$ cat config.mk
export PLATFORM = sky130hd
export DESIGN_NAME = sll_iter
export DESIGN_NICKNAME = d
export VERILOG_FILES = /design/src/rtl/sll_iter_pkg.sv /design/src/rtl/sll_iter_sl_2b.sv /design/src/rtl/sll_iter.sv
export SDC_FILE = /design/constraint.sdc
export NUM_CORES = 1
export LEC_CHECK = 0
export ABC_AREA = 1
export CAP_MARGIN = 25
export CORE_MARGIN = 2
export CORE_UTILIZATION = 45
export DETAILED_ROUTE_END_ITERATION = 10
export PLACE_DENSITY = 0.77
export SLEW_MARGIN = 20
export SYNTH_ARGS = -nofsm -noshare
export SYNTH_HDL_FRONTEND = slang
export SYNTH_SLANG_ARGS = --single-unit
$ cat constraint.sdc
create_clock -name clock -period 1.9 [get_ports clock]
set_input_delay 0.285 -clock clock [delete_from_list [all_inputs] [get_ports clock]]
set_output_delay 0.285 -clock clock [all_outputs]
set_load 0.02 [all_outputs]
$ cat src/rtl/sll_iter_pkg.sv
// -----------------------------------------------------------------------------
// sll_iter_pkg
// Shared ALU definitions for the iterative left shifter: datapath constants
// and the control state encoding.
// -----------------------------------------------------------------------------
package sll_iter_pkg;

  localparam int WIDTH   = 32;
  localparam int SHAMT_W = 5;

  typedef enum logic [1:0] {
    IDLE  = 2'd0,
    SHIFT = 2'd1,
    DONE  = 2'd2
  } state_e;

endpackage : sll_iter_pkg

$ cat src/rtl/sll_iter_sl_2b.sv
// -----------------------------------------------------------------------------
// sl_2b
// Combinational 2-bit logical left shift with zero fill.
// Ports:
//   in_i  [WIDTH-1:0]  value to shift
//   out_o [WIDTH-1:0]  in_i << 2, low two bits zero
// -----------------------------------------------------------------------------
module sl_2b #(
  parameter int WIDTH = 32
) (
  input  logic [WIDTH-1:0] in_i,
  output logic [WIDTH-1:0] out_o
);

  assign out_o = {in_i[WIDTH-3:0], 2'b00};

endmodule : sl_2b

$ cat src/rtl/sll_iter.sv
// -----------------------------------------------------------------------------
// sll_iter
// Multi-cycle logical left shifter. Accepts an operand and shift amount over
// a valid/ready handshake, shifts by up to 2 bits per cycle in a registered
// accumulator, and returns the result over a second valid/ready handshake.
// Ports:
//   clock, reset_n          clock, synchronous active-low reset
//   in_valid / in_ready     input handshake
//   data_operandA [WIDTH]   value to shift
//   ctrl_shiftamt [SHAMT_W] shift amount 0..31
//   out_valid / out_ready   output handshake
//   out [WIDTH]             shifted result (valid while out_valid=1)
//   overflow                signed-overflow flag, only with SLL_OVF_EN
// Optional feature macro: SLL_OVF_EN
// -----------------------------------------------------------------------------
module sll_iter #(
  parameter int WIDTH   = sll_iter_pkg::WIDTH,
  parameter int SHAMT_W = sll_iter_pkg::SHAMT_W
) (
  input  logic               clock,
  input  logic               reset_n,
  input  logic               in_valid,
  output logic               in_ready,
  input  logic [WIDTH-1:0]   data_operandA,
  input  logic [SHAMT_W-1:0] ctrl_shiftamt,
  output logic               out_valid,
  input  logic               out_ready,
  output logic [WIDTH-1:0]   out
`ifdef SLL_OVF_EN
  ,
  output logic               overflow
`endif
);

  import sll_iter_pkg::*;

  state_e             state_q, state_d;
  logic [WIDTH-1:0]   acc_q, acc_d;
  logic [SHAMT_W-1:0] rem_q, rem_d;
  logic [WIDTH-1:0]   acc_sl2;
  logic [WIDTH-1:0]   acc_sl1;
  logic               accept;

`ifdef SLL_OVF_EN
  logic sign_q, sign_d;  // original operand bit 31
  logic ovf_q, ovf_d;
`endif

  sl_2b #(.WIDTH(WIDTH)) u_sl_2b (
    .in_i  (acc_q),
    .out_o (acc_sl2)
  );

  assign acc_sl1 = {acc_q[WIDTH-2:0], 1'b0};

  // Handshake outputs are pure state decodes, so no input reaches an output
  // combinationally.
  assign in_ready  = (state_q == IDLE);
  assign out_valid = (state_q == DONE);
  assign out       = acc_q;
  assign accept    = in_ready && in_valid;

`ifdef SLL_OVF_EN
  assign overflow = ovf_q;
`endif

  // NOTE: every combinational output gets a default first so no path through
  // the case statement leaves it unassigned and infers a latch.
  always_comb begin
    state_d = state_q;
    acc_d   = acc_q;
    rem_d   = rem_q;
`ifdef SLL_OVF_EN
    sign_d  = sign_q;
    ovf_d   = ovf_q;
`endif
    unique case (state_q)
      IDLE: begin
        if (accept) begin
          acc_d   = data_operandA;
          rem_d   = ctrl_shiftamt;
          state_d = (ctrl_shiftamt == '0) ? DONE : SHIFT;
`ifdef SLL_OVF_EN
          sign_d  = data_operandA[WIDTH-1];
          ovf_d   = 1'b0;
`endif
        end
      end
      SHIFT: begin
        if (rem_q >= SHAMT_W'(2)) begin
          acc_d = acc_sl2;
          rem_d = rem_q - SHAMT_W'(2);
`ifdef SLL_OVF_EN
          // Two bits leave the top and acc[WIDTH-3] becomes the new sign.
          if ((acc_q[WIDTH-1] != sign_q) || (acc_q[WIDTH-2] != sign_q) ||
              (acc_q[WIDTH-3] != sign_q))
            ovf_d = 1'b1;
`endif
        end else begin
          acc_d = acc_sl1;
          rem_d = '0;
`ifdef SLL_OVF_EN
          if ((acc_q[WIDTH-1] != sign_q) || (acc_q[WIDTH-2] != sign_q))
            ovf_d = 1'b1;
`endif
        end
        if (rem_d == '0) state_d = DONE;
      end
      DONE: begin
        if (out_ready) state_d = IDLE;
      end
      default: state_d = IDLE;
    endcase
  end

  // NOTE: sequential state uses non-blocking assignments so every register
  // samples the pre-edge values regardless of statement order.
  always_ff @(posedge clock) begin
    if (!reset_n) begin
      state_q <= IDLE;
      acc_q   <= '0;
      rem_q   <= '0;
`ifdef SLL_OVF_EN
      sign_q  <= 1'b0;
      ovf_q   <= 1'b0;
`endif
    end else begin
      state_q <= state_d;
      acc_q   <= acc_d;
      rem_q   <= rem_d;
`ifdef SLL_OVF_EN
      sign_q  <= sign_d;
      ovf_q   <= ovf_d;
`endif
    end
  end

endmodule : sll_iter

==> run summary <==
Starting Density: 46.04%
Netlist cell types: 21
End point of the critical path: in_ready
Vias in the first global route: 2,246
Layout Skew: 0.008641 ns
Slew @ Worst Pin: 0.3281 ns
Power per standard cell area: 1932 nW/um2
Synth Area in Adders: 0.5831%
CTS sink cnt: 39
Minimum clock period: 1.802 ns
Share of layout cells above drive strength 1: 6.545%
Dpl hpwl: 3.992 mm
Final period utilization: 94.82%
Post-DRT Antenna Nets: 0
FF-to-FF path depth: 12
IO Count: 75
Clock latency on the worst-skew pair: 0.30 ns
Fmax: 555.1 MHz
Flops & latches, synth: 39
RR Endpoint: state_q[0]
Vias/cell: 5.422
Worst slack at placement: 0.2740 ns
Largest net degree at the start of global routing: 37
Routability cong.: 0.8417
Area delta synth->final: 40.99%
Most common cell after layout, fill and taps aside: clkdlybuf4s50_1
Post-Synth XOR/XNOR Area: 0%
Syn. warnings: 0
VDD IR-drop max: 0.9775 mV
Fin nets: 423
R2r setup slk: 0.25 ns
Synth Area in Simple Gates: 12.07%
Inserted Clock Buffers: 5
Unrepaired setup endpoints after global routing: false
Slew Limit Headroom: 78.10%
Max FO, Critical Path: 7
Most used DFF post-synth: dfxtp_1
Initial DRC count: 112
Post-synth EDFFs: 0
Initial antenna violation count: 0
Hold-fix buffers, CTS: 0
Routed WL: 5.934 mm
Req. time, crit path: 1.62 ns
Critical Path AT: 1.52 ns
WL/cell: 13.61 um
# diodes: 0
Htree depth: 2
CTS tree: yes
Clock transition at the registers of the reported paths: 0.08 ns
Largest family of logic cells by synthesized area: compound AO/OA/AOI/OAI gates
Most frequent cells in the layout: clkdlybuf4s50_1 (73), o21ai_0 (66), a21oi_1 (54)
Mux cell area share after synthesis: 0%
Resize count post-CTS: 1
Category of the most critical setup path: register to output port
First-pass GRT wire length: 9.818 mm
Worst Setup Slack, final: 0.09840 ns
Worst Setup SP: state_q[0]
Synth async-reset ratio: 0%
# Post-CTS Setup Buffers: 0
Port Buf Inserts: 74
GRT Overall Usage: 23.19%
Synth Instances: 315
Final Slew Violations: 0
Core area: 4661 um2
GRT overflow: 0
Final hold violations: 0
Via count: 2,364
Setup TNS: 0 ns
1st-pass router iterations: 4
Die area: 5337 um2
Die Ht: 73.06 um
Final setup fails: 0
Post-synthesis sequential area ratio: 36.38%
Synth Cell Area: 2146 um2
Row cnt: 25
Worst r2r src: rem_q[1]
Min-delay worst type: register to register
Compound-gate portion of the synthesized area: 38.60%
Leakage power: 1.166 nW
Clock buffer depth: 2
Syn nets: 357
DR DRC count: 0
CP Launch Type: register
Max-Cap Viols: 0
Critical Path End Type: output port
Status: finished, final reports clean
Synthesized area per cell: 6.812 um2
Clock root buffer: clkbuf_8
Die W: 73.06 um
[state kept, by name, indices dropped and copies added (netlist names)]
register / cells
out: 32
rem_q: 5
state_q: 2
[cells by family (layout without fill, tap and decap cells)]
kind of cell | Yosys count | in the layout
buf+inv | 56 | 123
fa+ha+maj | 1 | 1
simple gates | 61 | 61
compound gates | 158 | 158
flops | 39 | 39
[Yosys cell counts, types with 4 or more instances]
cell type  instances  area share (%)
o21ai_0           66              15
a21oi_1           54              13
nand2_1           42             7.3
dfxtp_1           39              36
inv_1             28             4.9
o21ai_1           23             5.4
o211ai_1          15             5.2
buf_2              9             2.1
nor2_1             8             1.4
clkbuf_1           6             1.0
buf_6              5             2.6
nand3_1            5             1.2
inv_2              4            0.70
[power by group]
part / switching [W] / leakage, nW / internal, W
Sequential: 0.000362 / 0.323 / 0.00120
Combinational: 0.00213 / 0.785 / 0.00144
Clock: 0.000315 / 0.0581 / 0.000391
[layout make-up]
cell class	instances	area, um2
well taps	54	67.56
fillers	428	1635
clock buffers	5	68.82
repair buffers	83	844.6
inverters	32	120.1
flip-flops and latches	39	780.7
clock inverters	3	43.79
multi-input cells	220	1100
[per-layer routing]
metal  GRT usage, %  share of wire [%]
met1          28.16                 44
met2          39.84                 48
met3          5.939                6.8
met4          7.407                1.0
met5              0                  0
[critical path, stage by stage (launching register included)]
cell,delay (ns)
dfxtp_1,0.41
nor2_4,0.19
clkdlybuf4s50_1,0.63
[per-stage QoR]
stage / instances / power, W / hold slack [ns] / instance area [um2] / utilization [%]
after floorplan: 315 / 0.003944 / 0.4234 / 2146 / -
after CTS: 436 / 0.005862 / 0.4999 / 3025 / 64.91
after global placement: 428 / 0.005083 / 0.4803 / 2914 / 62.52
after detailed placement: 428 / 0.005136 / 0.4892 / 2914 / 62.52
after global routing: 436 / 0.006316 / 0.5237 / 3025 / 64.91
final: 436 / 0.005845 / 0.5013 / 3025 / 64.91
[how the worst min path moves through the flow]
stage / start / to / slack [ns] / cells after the start
2_1_floorplan: reset_n / out[1] / 0.42 / 2
3_3_place_gp: rem_q[1] / rem_q[1] / 0.48 / 2
3_5_place_dp: rem_q[1] / rem_q[1] / 0.49 / 2
4_1_cts: rem_q[1] / rem_q[1] / 0.50 / 2
5_1_grt: rem_q[1] / rem_q[1] / 0.52 / 2
6_report: rem_q[1] / rem_q[1] / 0.50 / 2
Note: power is estimated with default switching activity, not from simulation.
